[src/rtl/fwd_pkg.sv]
// Shared types and code constants for the forwarding-select generator.
package fwd_pkg;
    localparam int REG_AW = 5;
    localparam int NLANE  = 4;
    localparam int NTAG   = 2 * NLANE;

    typedef logic [3:0]        fwd_sel_t;
    typedef logic [REG_AW-1:0] reg_addr_t;

    localparam fwd_sel_t FWD_RF   = 4'd0;
    localparam fwd_sel_t FWD_EX0  = 4'd1;
    localparam fwd_sel_t FWD_MEM0 = 4'd5;

    typedef struct packed {
        logic      v;
        reg_addr_t wa;
        logic      ld;
    } fwd_tag_t;
endpackage

[src/rtl/fwd_lookup.sv]
// Priority match of one source address against the incoming and EX producer tags.
// tags[0..3] are the incoming issue lanes, tags[4..7] the current EX lanes.
module fwd_lookup
    import fwd_pkg::*;
(
    input  reg_addr_t               ra,
    input  fwd_tag_t [NTAG-1:0]     tags,
    output fwd_sel_t                sel,
    output logic                    haz
);

    logic win_ld;
    logic win_iss;

    // Later assignments override earlier ones, so scan oldest to youngest.
    always_comb begin
        sel     = FWD_RF;
        win_ld  = 1'b0;
        win_iss = 1'b0;
        if (ra != '0) begin
            for (int i = 0; i < NLANE; i++) begin
                if (tags[NLANE+i].v && tags[NLANE+i].wa == ra) begin
                    sel     = FWD_MEM0 + 4'(i);
                    win_ld  = tags[NLANE+i].ld;
                    win_iss = 1'b0;
                end
            end
            for (int i = 0; i < NLANE; i++) begin
                if (tags[i].v && tags[i].wa == ra) begin
                    sel     = FWD_EX0 + 4'(i);
                    win_ld  = tags[i].ld;
                    win_iss = 1'b1;
                end
            end
        end
        // A load that has reached MEM has its data; only one still entering EX stalls.
        haz = win_ld & win_iss;
    end

endmodule

[src/rtl/fwd_sel_gen.sv]
// Forwarding select-code generator for the four-issue operand muxes.
// Optional load-use hazard flags under FWD_LOAD_HAZARD_EN.
module fwd_sel_gen
    import fwd_pkg::*;
#(
    parameter int NQ = 8,
    parameter int RW = 5
) (
    input  logic              clk,
    input  logic              resetn,
    input  logic              stall,
    input  logic              flush,
    input  logic [3:0]        iss_we,
    input  logic [4*RW-1:0]   iss_wa,
    input  logic [3:0]        iss_ld,
    input  logic [NQ*RW-1:0]  q_ra,
    output logic [NQ*4-1:0]   q_sel,
    output logic [NQ-1:0]     q_haz
);

    if (RW != REG_AW) begin : g_rw_chk
        $error("fwd_sel_gen: RW must equal fwd_pkg::REG_AW");
    end

    // MEM contents after the edge are the current EX contents, so the
    // retiring MEM group is never consulted and is not kept.
    logic [NLANE-1:0]      ex_v;
    reg_addr_t [NLANE-1:0] ex_wa;
`ifdef FWD_LOAD_HAZARD_EN
    logic [NLANE-1:0]      ex_ld;
`endif

    fwd_tag_t [NTAG-1:0] tags;
    fwd_sel_t [NQ-1:0]   lk_sel;
    logic [NQ-1:0]       lk_haz;

    always_comb begin
        tags = '0;
        for (int l = 0; l < NLANE; l++) begin
            tags[l].v        = iss_we[l];
            tags[l].wa       = iss_wa[l*RW +: RW];
            tags[NLANE+l].v  = ex_v[l];
            tags[NLANE+l].wa = ex_wa[l];
`ifdef FWD_LOAD_HAZARD_EN
            tags[l].ld       = iss_ld[l];
            tags[NLANE+l].ld = ex_ld[l];
`endif
        end
    end

    for (genvar g = 0; g < NQ; g++) begin : g_q
        fwd_lookup u_lookup (
            .ra   (q_ra[g*RW +: RW]),
            .tags (tags),
            .sel  (lk_sel[g]),
            .haz  (lk_haz[g])
        );
    end

    always_ff @(posedge clk or negedge resetn) begin
        if (!resetn) begin
            ex_v  <= '0;
            ex_wa <= '0;
            q_sel <= '0;
        end else if (flush) begin
            ex_v  <= '0;
            q_sel <= '0;
        end else if (!stall) begin
            ex_v  <= iss_we;
            for (int l = 0; l < NLANE; l++) ex_wa[l] <= iss_wa[l*RW +: RW];
            q_sel <= lk_sel;
        end
    end

`ifdef FWD_LOAD_HAZARD_EN
    always_ff @(posedge clk or negedge resetn) begin
        if (!resetn) begin
            ex_ld <= '0;
            q_haz <= '0;
        end else if (flush) begin
            ex_ld <= '0;
            q_haz <= '0;
        end else if (!stall) begin
            ex_ld <= iss_ld;
            q_haz <= lk_haz;
        end
    end
`else
    logic unused_ld;
    logic unused_haz;
    assign unused_ld  = ^iss_ld;
    assign unused_haz = ^lk_haz;
    assign q_haz      = '0;
`endif

endmodule

[config.mk]
export PLATFORM = sky130hd
export DESIGN_NAME = fwd_sel_gen
export DESIGN_NICKNAME = d
export VERILOG_FILES = /design/src/rtl/fwd_pkg.sv /design/src/rtl/fwd_lookup.sv /design/src/rtl/fwd_sel_gen.sv
export SDC_FILE = /design/constraint.sdc
export NUM_CORES = 1
export LEC_CHECK = 0
export ABC_AREA = 1
export CORE_ASPECT_RATIO = 1.25
export CORE_MARGIN = 1
export CORE_UTILIZATION = 30
export CTS_CLUSTER_DIAMETER = 150
export DETAILED_ROUTE_END_ITERATION = 6
export GPL_ROUTABILITY_DRIVEN = 1
export PLACE_DENSITY = 0.47
export SLEW_MARGIN = 10
export SYNTH_ARGS = -nofsm -noshare
export SYNTH_HDL_FRONTEND = slang
export SYNTH_SLANG_ARGS = --single-unit
export TNS_END_PERCENT = 10
[constraint.sdc]
create_clock -name clk -period 1.9 [get_ports clk]
set_input_delay 0.19 -clock clk [delete_from_list [all_inputs] [get_ports clk]]
set_output_delay 0.19 -clock clk [all_outputs]
set_load 0.01 [all_outputs]
==> flow_metrics.env <==
export IMPL_cts_made_buffers=5
export IMPL_yosysSeqAreaShare_pct=16.7
export IMPL_slew_viol_final=0
export IMPL_critPathKind="reg2reg"
export IMPL_dp_hpwl_um=33900
export IMPL_finalSetupViolCount=0
export IMPL_antenna_found_initial=2
export IMPL_fillers=3149
export IMPL_fp_dieArea_mm2=0.0286
export IMPL_drive_gt1_share_pct=12.0
export IMPL_cts_root_buf="clkbuf_16"
export IMPL_r2r_cells=9
export IMPL_io_pins=112
export IMPL_num_rows=68
export IMPL_wl_per_cell_um=21.6
export IMPL_cp_arrival_ns=2.00
export IMPL_cts_clk_slew_worst_paths_ns=0.09
export IMPL_drc=0
export IMPL_synth_seq_cells=56
export IMPL_drtIter0Drc=1098
export IMPL_synth_cell_types=29
export IMPL_grt_pass1_vias=10586
export IMPL_post_cts_setup_buffers=0
export IMPL_multi_input_area_mm2=0.00574
export IMPL_ant_nets=0
export IMPL_clkSinkCount=56
export IMPL_hold_viol_final=0
export IMPL_grt_pass1_wl_um=69300
export IMPL_drt_wl_total_um=47700
export IMPL_overflow=0
export IMPL_async_flop_share_pct=100
export IMPL_min_path_type="in2async"
export IMPL_routed_via_density=5.14
export IMPL_seq_area_mm2=0.00140
export IMPL_crit_fanout=9
export IMPL_start_util_pct=30.4
export IMPL_end_kind="flip-flop"
export IMPL_cts_buffer_depth=2
export IMPL_syn_area_mm2=0.00837
export IMPL_portBuffers=99
export IMPL_gp_congestion=1.01
export IMPL_p_total_mw=5.43
export IMPL_tightest_slew_ns=0.690
export IMPL_critPathRequiredTime_ns=2.13
export IMPL_rsz0062_at_grt="no"
export IMPL_final_cell_mix="nand2_1, nor2_1, buf_4"
export IMPL_reg2reg_to="q_sel[8]"
export IMPL_fin_skew_ns=0.00713
export IMPL_relSlewSlack_pct=54.0
export IMPL_avgSynthCellArea_um2=5.03
export IMPL_start_kind="flip-flop"
export IMPL_grtUsageTotal_pct=34.3
export IMPL_clock_latency_ns=0.33
export IMPL_vias=11367
export IMPL_p_per_area_mw_per_mm2=494
export IMPL_die_y_um=189
export IMPL_synth_ff_type="dfrtp_1"
export IMPL_final_common_cell="nand2_1"
export IMPL_fin_util_pct=40.0
export IMPL_cts_tree="yes"
export IMPL_vdd_ir_drop_max_uv=350
export IMPL_p_leak_nw=6.14
export IMPL_syn_inst=1664
export IMPL_period_share_pct=93.2
export IMPL_final_nets=1930
export IMPL_syn2layout_area_growth_pct=31.3
export IMPL_synth_edff_count=0
export IMPL_grt_start_max_net_pins=57
export IMPL_fin_crit_ns=1.77
export IMPL_synth_warning_count=0
export IMPL_core_area_mm2=0.0275
export IMPL_dieWidth_um=151
export IMPL_h_tree_depth=2
export IMPL_first_pass_iters=5
export IMPL_maxCapViolCount=0
export IMPL_r2r_start="ex_v[1]"
export IMPL_r2r_slack_ns=0.13
export IMPL_fmax_ghz=0.565
export IMPL_status="finished clean"
[synth_stat cells (4+ instances only)]
library cell | n | area (µm²)
nand2_1 | 791 | 2970
nor2_1 | 224 | 841
inv_1 | 122 | 458
o21ai_0 | 101 | 505
nand3_1 | 79 | 395
a21oi_1 | 64 | 320
dfrtp_1 | 56 | 1400
buf_2 | 49 | 245
buf_4 | 34 | 255
xor2_1 | 27 | 236
inv_2 | 17 | 63.8
o22ai_1 | 16 | 100
buf_6 | 15 | 169
o21ai_1 | 15 | 75.1
nand4_1 | 9 | 56.3
xnor2_1 | 9 | 78.8
nor3_1 | 8 | 40.0
clkbuf_1 | 7 | 26.3
clkbuf_2 | 4 | 20.0
nor2_2 | 4 | 25.0
[power by group]
part           leakage [nW]  total [mW]  internal (mW)  switching [mW]
Sequential            0.743        1.34           1.26          0.0728
Clock                0.0773        1.13          0.534           0.592
Combinational          5.31        2.97           1.06            1.91
Total                  6.14        5.43           2.86            2.57
[stage by stage]
step | setup WS, ns | cells | TNS, ns | hold slack, ns | instance area, µm²
after floorplan | 0.559 | 1671 | 0 | -0.106 | 8390
after global placement | -0.0943 | 2200 | -1.34 | 0.238 | 10800
after detailed placement | -0.0887 | 2200 | -1.21 | 0.238 | 10800
after CTS | 0.197 | 2209 | 0 | 0.420 | 11000
after global routing | 0.0392 | 2209 | 0 | 0.445 | 11000
final | 0.130 | 2210 | 0 | 0.409 | 11000
[repair_timing]
action                    in CTS  in global routing
hold endpoints to repair      56                  0
gates resized for setup        0                  0
hold buffers                   1                  0
[worst max-delay path, stage by stage, from the launching register on]
cell and delay, ns:
dfrtp_1 0.79, o21ai_0 0.19, nor2_1 0.13, nand3_1 0.19, nand2_1 0.12, nand2_1 0.06, nand2_1 0.06, nand2_1 0.05
nand2_1 0.05, nand2_1 0.04
[cell families after synthesis]
logic type / synth area share (%)
buf+inv: 15.1
compound gates: 12.5
flops: 16.7
simple gates: 51.9
xor+xnor: 3.77
other cells: 0.0448
[routing by layer]
metal / global-route usage, % / part of all wire, % / vias up
met4: 20.8 / 7.1 / 4
met1: 44.2 / 41 / 5122
met2: 52.7 / 43 / 612
met5: 0 / 0.057 / -
met3: 6.10 / 8.8 / 153
li1: - / - / 5476
[registers in the layout (all words and copies together), names as in the netlist]
register and cells:
q_sel 32, ex_wa 20, ex_v 4
[how the worst max path moves through the flow]
stage | startpoint | endpoint | slack (ns) | cells past startpoint
final | ex_v[1] | q_sel[8] | 0.13 | 9
after global routing | ex_wa[8] | q_sel[1] | 0.04 | 8
after CTS | ex_v[1] | q_sel[20] | 0.20 | 9
after detailed placement | iss_wa[0] | q_sel[1] | -0.09 | 10
after global placement | iss_wa[0] | q_sel[1] | -0.09 | 10
after floorplan | ex_wa[5] | q_sel[28] | 0.56 | 11
[layout make-up]
type | count | share of cell area (%)
Antenna cell | 1 | 0.0228
Clock buffer | 6 | 1.26
Clock inverter | 2 | 0.125
Inverter | 142 | 4.85
Multi-Input combinational cell | 1362 | 52.3
Sequential cell | 56 | 12.8
Tap cell | 350 | 3.99
Timing Repair Buffer | 291 | 24.7
Power figures use the tool's default switching activity.
